`src/rtl/pc_unit_if.sv`:
```
// Controller/EX-MEM signals into the PC unit and its registered state back out.
interface pc_unit_if;
  logic [1:0]  PCControl;
  logic        JumpTaken;
  logic        BranchTaken;
  logic        Call;
  logic        Return;
  logic [15:0] JumpAddr;
  logic [15:0] BranchAddr;
  logic [15:0] PC;
  logic [2:0]  StackDepth;
  logic        StackOverflow;
  logic        StackUnderflow;

  modport master (
    output PCControl, JumpTaken, BranchTaken, Call, Return, JumpAddr, BranchAddr,
    input  PC, StackDepth, StackOverflow, StackUnderflow
  );

  modport slave (
    input  PCControl, JumpTaken, BranchTaken, Call, Return, JumpAddr, BranchAddr,
    output PC, StackDepth, StackOverflow, StackUnderflow
  );
endinterface

```
`src/rtl/pc_unit.sv`:
```
// Program counter with a 4-entry circular return-address stack for jal/ret.
module pc_unit (
  input  logic     clock,
  input  logic     reset,
  pc_unit_if.slave bus
);
  localparam int unsigned AW = 16;
  localparam int unsigned SD = 4;
  localparam int unsigned DW = 3;
  localparam int unsigned PW = 2;

  localparam logic [1:0] CTL_INC  = 2'd1;
  localparam logic [1:0] CTL_COND = 2'd2;

  logic [AW-1:0] pc_q, pc_d;
  logic [AW-1:0] stack_q [SD];
  logic [AW-1:0] stack_d [SD];
  logic [PW-1:0] top_q, top_d;
  logic [DW-1:0] depth_q, depth_d;
  logic          ovf_q, ovf_d;
  logic          unf_q, unf_d;
  logic [PW-1:0] pop_idx;

  // top_q is the next free slot; once full it points at the oldest entry.
  always_comb begin
    pc_d    = pc_q;
    stack_d = stack_q;
    top_d   = top_q;
    depth_d = depth_q;
    ovf_d   = ovf_q;
    unf_d   = unf_q;
    pop_idx = top_q - PW'(1);

    case (bus.PCControl)
      CTL_INC: pc_d = pc_q + AW'(2);
      CTL_COND: begin
        if (bus.JumpTaken && bus.Return) begin
          if (depth_q != DW'(0)) begin
            pc_d    = {stack_q[pop_idx][AW-1:1], 1'b0};
            top_d   = pop_idx;
            depth_d = depth_q - DW'(1);
          end else begin
            unf_d = 1'b1;
          end
        end else if (bus.JumpTaken) begin
          pc_d = {bus.JumpAddr[AW-1:1], 1'b0};
          if (bus.Call) begin
            stack_d[top_q] = pc_q;
            top_d          = top_q + PW'(1);
            if (depth_q == DW'(SD)) ovf_d   = 1'b1;
            else                    depth_d = depth_q + DW'(1);
          end
        end else if (bus.BranchTaken) begin
          pc_d = {bus.BranchAddr[AW-1:1], 1'b0};
        end
      end
      default: ;
    endcase
  end

  always_ff @(posedge clock) begin
    if (reset) begin
      pc_q    <= '0;
      top_q   <= '0;
      depth_q <= '0;
      ovf_q   <= 1'b0;
      unf_q   <= 1'b0;
      for (int i = 0; i < SD; i++) stack_q[i] <= '0;
    end else begin
      pc_q    <= pc_d;
      top_q   <= top_d;
      depth_q <= depth_d;
      ovf_q   <= ovf_d;
      unf_q   <= unf_d;
      for (int i = 0; i < SD; i++) stack_q[i] <= stack_d[i];
    end
  end

  assign bus.PC             = pc_q;
  assign bus.StackDepth     = depth_q;
  assign bus.StackOverflow  = ovf_q;
  assign bus.StackUnderflow = unf_q;
endmodule
```
`src/flat_wrapper.sv`:
```
// flat-port wrapper written by rule: the top's interface ports become plain ports
module pc_unit_flat 
  (clock, reset, bus_PCControl, bus_JumpTaken, bus_BranchTaken, bus_Call, bus_Return, bus_JumpAddr, bus_BranchAddr, bus_PC, bus_StackDepth, bus_StackOverflow, bus_StackUnderflow);
  pc_unit_if bus_i ();
  input  logic clock;
  input  logic reset;
  input wire logic [$bits(bus_i.PCControl)-1:0] bus_PCControl;
  input wire logic [$bits(bus_i.JumpTaken)-1:0] bus_JumpTaken;
  input wire logic [$bits(bus_i.BranchTaken)-1:0] bus_BranchTaken;
  input wire logic [$bits(bus_i.Call)-1:0] bus_Call;
  input wire logic [$bits(bus_i.Return)-1:0] bus_Return;
  input wire logic [$bits(bus_i.JumpAddr)-1:0] bus_JumpAddr;
  input wire logic [$bits(bus_i.BranchAddr)-1:0] bus_BranchAddr;
  output wire logic [$bits(bus_i.PC)-1:0] bus_PC;
  output wire logic [$bits(bus_i.StackDepth)-1:0] bus_StackDepth;
  output wire logic [$bits(bus_i.StackOverflow)-1:0] bus_StackOverflow;
  output wire logic [$bits(bus_i.StackUnderflow)-1:0] bus_StackUnderflow;
  assign bus_i.PCControl = bus_PCControl;
  assign bus_i.JumpTaken = bus_JumpTaken;
  assign bus_i.BranchTaken = bus_BranchTaken;
  assign bus_i.Call = bus_Call;
  assign bus_i.Return = bus_Return;
  assign bus_i.JumpAddr = bus_JumpAddr;
  assign bus_i.BranchAddr = bus_BranchAddr;
  assign bus_PC = bus_i.PC;
  assign bus_StackDepth = bus_i.StackDepth;
  assign bus_StackOverflow = bus_i.StackOverflow;
  assign bus_StackUnderflow = bus_i.StackUnderflow;
  pc_unit u_core (.clock(clock), .reset(reset), .bus(bus_i));
endmodule
```
`config.mk`:
```
export PLATFORM = sky130hd
export DESIGN_NAME = pc_unit_flat
export DESIGN_NICKNAME = d
export VERILOG_FILES = /design/src/rtl/pc_unit_if.sv /design/src/rtl/pc_unit.sv /design/src/flat_wrapper.sv
export SDC_FILE = /design/constraint.sdc
export NUM_CORES = 1
export LEC_CHECK = 0
export ABC_AREA = 1
export BUFFER_PORTS_ARGS = -buffer_cell sky130_fd_sc_hd__buf_2
export CAP_MARGIN = 40
export CORE_MARGIN = 2
export CORE_UTILIZATION = 51
export DETAILED_ROUTE_END_ITERATION = 8
export PLACE_DENSITY_LB_ADDON = 0.08
export SETUP_SLACK_MARGIN = 0.5
export SLEW_MARGIN = 20
export SYNTH_ARGS = -nofsm -noshare
export SYNTH_HDL_FRONTEND = slang
export SYNTH_SLANG_ARGS = --single-unit
```
`constraint.sdc`:
```
create_clock -name clock -period 5.7 [get_ports clock]
set_clock_uncertainty 0.05 [all_clocks]
set_input_delay 1.14 -clock clock [delete_from_list [all_inputs] [get_ports clock]]
set_output_delay 1.14 -clock clock [all_outputs]
set_load 0.02 [all_outputs]
```
Word-level counts from Yosys, hierarchy flattened
Cells that the tools add are included.
{ "op_classes": {"add_sub_neg": 5, "multipliers": 0, "div": 0, "order_cmp": 3, "eq_ne": 7, "n_shift": 0, "mux": 20, "n_bitwise": 4, "n_reduce_logical": 12} }
{ "op_table": {"columns": ["op", "count"], "rows": [
  ["16-bit 2-to-1 mux", 7],
  ["64-bit bitwise mux", 1],
  ["16-bit binary-select mux with 2-bit select", 1],
  ["16-bit demux with 2-bit select", 1],
  ["16-bit one-hot mux with 2 select lines", 1],
  ["16-bit by 2-bit adder with 16-bit output (second input constant)", 1],
  ["3-bit 2-to-1 mux", 5],
  ["5-bit AND reduction", 2],
  ["2-bit 2-to-1 mux", 4],
  ["4-bit AND reduction", 2],
  ["3-bit greater-or-equal comparator (second input constant)", 2],
  ["2-bit inverter with 3-bit output", 2],
  ["3-bit AND reduction", 2],
  ["2-bit nonzero test", 3],
  ["4-bit by 3-bit inequality test with 1-bit output (second input constant)", 1],
  ["3-bit by 1-bit adder with 3-bit output (second input constant)", 1],
  ["3-bit equality test (second input constant)", 1],
  ["3-bit by 1-bit less-than comparator with 1-bit output (second input constant)", 1],
  ["3-bit inequality test (second input constant)", 1],
  ["3-bit nonzero test", 1],
  ["3-bit by 1-bit subtractor with 3-bit output (second input constant)", 1],
  ["2-bit by 1-bit adder with 2-bit output (second input constant)", 1],
  ["2-bit by 1-bit equality test with 1-bit output (second input constant)", 1],
  ["2-bit equality test (second input constant)", 1],
  ["other kinds (5)", 7]
]} }
{ "word_totals": {"ff_bits": 87, "latchBits": 0, "ram_bits": 0, "mem_bits_ro": 0, "input_bits": 40, "output_inout_bits": 21, "elab_cells": 60, "memories": 0} }

Logic depth before layout (Yosys ltp)
{ "depth": {"ltp_word": 8, "depth_mapped": 13, "mapped_depth_nobuf": 11} }

Worst setup path before layout
Ideal clock, no wire load.
{ "synth_path": {"path_type": "input to register", "start": "input bus_JumpTaken", "end": "register u_core.depth_q[2] (netlist: u_core.bus.StackDepth[2])", "setup_ps": 132, "arrival_ps": 2229, "required_time_ps": 5518, "path_slack_ps": 3289, "cell_stages": 12, "n_path_buf": 2, "path_cell_list": "buf_4 nand2_4 buf_2 xor2_1 ha_1 inv_1 o21ai_0 inv_1 nand2_1 nand2_1 nand2_1 a21oi_1"} }
{ "synth_via": {"elab_chain_cells": 3, "word_cells_on_any_way": 7, "classes_between": "2 x eq/ne; 1 x mux; 4 x reduce/logical"} }
{ "synth_rtl": {"columns": ["item", "line_no", "source"], "rows": [
  ["from (decl)", "flat_wrapper.sv:8", "input wire logic [$bits(bus_i.JumpTaken)-1:0] bus_JumpTaken;"],
  ["1-bit logical AND", "pc_unit.sv:37", "if (bus.JumpTaken && bus.Return) begin"],
  ["2-bit inequality test (no source line) (tied with other cells)", null, null],
  ["5-bit AND reduction (no source line)", null, null],
  ["to (signal assigned)", "pc_unit.sv:72", "depth_q <= depth_d;"],
  ["to (decl)", "pc_unit.sv:19", "logic [DW-1:0] depth_q, depth_d;"]
]} }
Parallel ways exist; a longest one is shown, timed or not.
A chain may end at the register's enable or synchronous reset.

Final worst setup path
{ "layout_path": {"start": "input bus_PCControl[0]", "end": "register u_core.stack_q[19] (netlist bit)"} }
{ "layout_via": {"elab_chain_cells": 2} }
{ "layout_rtl": {"columns": ["item", "line_no", "source"], "rows": [
  ["from (decl)", "flat_wrapper.sv:7", "input wire logic [$bits(bus_i.PCControl)-1:0] bus_PCControl;"],
  ["2-bit equality test", "pc_unit.sv:34", "case (bus.PCControl)"],
  ["4-bit AND reduction (no source line)", null, null],
  ["to (decl)", "pc_unit.sv:16", "logic [AW-1:0] stack_q [SD];"]
]} }
Every way passes these cells.

==> reports/qor.txt <==
Top cell by count, worst path - inv_1
H-tree depth - 3
Vias - 4526
max-cap violations - 0
DRT Wirelength - 12.8 mm
Starting Density - 0.516
IO Port Bufs - 57
share of layout cells above drive strength 1 - 0.113
clock root buffer master - clkbuf_8
Via density - 5.45
maximum root-to-sink buffer count - 2
fin. max-slew vios - 0
CP required - 5870 ps
Pre-antenna DRT Iters - 6
Mean Syn Cell Area - 6.38 um2
status - complete, no violations
unrepaired setup endpoints after global routing - no
Post-CTS Setup Inserts - 0
Iter 0 DRT Violations - 260
Ports - 61
initial antenna violation count - 0
Inserted Clock Buffers - 9
Worst Path Arrival - 4170 ps
GP Congestion - 0.899
sequential share of the synthesized area - 0.370
WP buf/inv - 3
#FFs+latches synth - 82
Slew HR - 0.475
Syn-to-layout area delta - 9.71%
CORE AREA - 8590 um2
reg2reg end - u_core.bus.PC[9]
worst vdd ir - 0.192 mV
CTS tree - done
Leakage - 1.99 nW
YS warnings - 0
Final Net Count - 766
Die ar. - 9450 um2
Syn Nets - 743
worst r2r src - u_core.top_q[0]
Worst setup EP type - flop
DRT antenna net count - 0
min-delay src - u_core.stack_q[41]
worst skew pair latency - 360 ps
die span in x - 97.2 um
worst-margin pin slew - 785 ps
Yosys top cell area share - 0.370
HP Class - reg2reg
cell count after placement - 815
Worst-path clk slew - 90 ps
WHS Path Cells - 2
Reg2Reg Depth - 12
Setup TNS - 0 ps
Final Hold Violating Endpoints - 0
Clock Sinks - 82
slowest CP cell - nor3_4
WHS - 403 ps
CP Launch Type - primary input
DR WL/cell - 15.4 um
CP cell instances - buf_2 > inv_1 > ha_1 > inv_1 > nor3_4 > nand2_1 > o21ai_0 > a21oi_1
Synth area leaders - dfxtp_1, nand2_1, a21oi_1, nand3_1, o21ai_0
largest net degree at the start of global routing - 49
CP max FO - 20
Yosys top cell by area - dfxtp_1
Crit Path Class - in2reg
Final Setup Violations - 0
Non-Filler Instances - 831
CTS Hold Bufs - 0
DIE HEIGHT - 97.2 um
total grt overflow - 0
number of global-route vias before repair - 4191
crit-path max cell delay - 770 ps
area of the mapped netlist - 4430 um2
row count - 34
CTS-repair resized insts - 0
Top delay family on crit path - simple AND/OR/NAND/NOR gates
reg2reg setup slack - 1850 ps
Cell variety after synth - 27
Cell Pwr Density - 253 nW/um2
Max Clock Freq - 250 MHz
Tmin final - 4000 ps
endpoint of the worst hold path - u_core.stack_q[41]
# DRC - 0
GRT Total Usage - 0.269
cells after synthesis - 695
Power Total - 1.23 mW
Final Cycle Share - 0.702
HPWL after detailed placement - 8.63 mm
first-pass GRT wire length - 20.7 mm
ANT cells - 0
[per-stage QoR]
| step | instance area, um2 | setup WS, ps | util |
|---|---|---|---|
| 3_3_place_gp | 4660 | 1440 | 0.542 |
| 2_1_floorplan | 4430 | 3290 | - |
| 4_1_cts | 4860 | 1730 | 0.566 |
| 6_report | 4860 | 1700 | 0.566 |
| 3_5_place_dp | 4670 | 1340 | 0.544 |
| 5_1_grt | 4860 | 1410 | 0.566 |
[per-layer routing]
| metal | GRT usage | routed length [um] | vias to the layer above |
|---|---|---|---|
| li1 | - | - | 2300 |
| met1 | 0.351 | 5580 | 2083 |
| met2 | 0.462 | 6210 | 126 |
| met3 | 0.0367 | 733 | 17 |
| met4 | 0.0887 | 274 | 0 |
| met5 | 0 | 0 | - |
[cell usage in the layout, fill, tap and decap left out, drive strengths merged]
cell,netlist,routed
nand4,6,6
nand3,91,91
clkinv,2,4
nor2,41,41
buf,20,61
o21ai,47,47
inv,62,64
o21bai,2,2
clkbuf,29,10
clkinvlp,0,2
nor3,2,2
nand2,193,193
a31oi,1,1
xor2,3,3
ha,8,8
dfxtp,82,82
a21oi,100,100
conb,1,1
nand3b,1,1
o211ai,4,4
[sequential cells by signal, indices dropped and copies added (netlist names)]
signal                     flops
u_core.bus.StackDepth          3
u_core.stack_q                60
u_core.top_q                   2
u_core.bus.StackUnderflow      1
u_core.bus.StackOverflow       1
u_core.bus.PC                 15
[logic make-up (layout without fill, tap and decap cells)]
kind of cell               count (synthesis)  after routing  synth area share
and+or+nand+nor                          334            334             0.320
AOI/OAI and AO/OA                        154            154             0.178
buffers and inverters                    113            141             0.103
DFF                                       82             82             0.370
adders and majority gates                  8              8            0.0226
xor gates and xnor gates                   3              3           0.00593
other                                      1              1          0.000846
[report_power, final]
part	switching [mW]	internal, mW
Combinational	0.133	0.0645
Sequential	0.0388	0.588
Clock	0.232	0.175
Total	0.404	0.828
[synth_stat cells]
library cell and instances:
a21oi_1 100, a31oi_1 1, buf_1 4, buf_2 12
buf_4 4, clkbuf_1 28, clkbuf_2 1, clkinv_1 2
conb_1 1, dfxtp_1 82, ha_1 8, inv_1 62
nand2_1 191, nand2_2 1, nand2_4 1, nand3_1 90
nand3_2 1, nand3b_1 1, nand4_1 6, nor2_1 40
nor2_2 1, nor3_1 1, nor3_4 1, o211ai_1 4
o21ai_0 47, o21bai_1 2, xor2_1 3
[worst max path at each step]
stage | start | to | slack (ps) | cells past startpoint
after floorplan | bus_JumpTaken | u_core.bus.StackDepth[2] | 3290 | 12
after global placement | bus_PCControl[0] | u_core.stack_q[21] | 1440 | 8
after detailed placement | bus_PCControl[0] | u_core.stack_q[19] | 1340 | 8
after CTS | bus_PCControl[0] | u_core.stack_q[19] | 1730 | 8
after global routing | bus_PCControl[0] | u_core.stack_q[19] | 1410 | 8
final | bus_PCControl[0] | u_core.stack_q[19] | 1700 | 8
[worst register-to-register path: stages, from the launching register on]
cell	delay, ps
dfxtp_1	310
buf_4	400
clkinv_1	640
ha_1	870
clkinv_1	490
nor2_1	310
inv_1	170
nor2_1	180
nor2_1	70
nand2_1	110
nand3_1	70
nand2_1	60
inv_1	40
[layout make-up]
cell class,count,area [um2]
fillers,880,3730
multi-input cells,500,2330
flip-flops and latches,82,1640
repair buffers,61,323
inverters,64,240
clock buffers,10,138
well taps,108,135
clock inverters,6,50.0
Power figures use the tool's default switching activity.
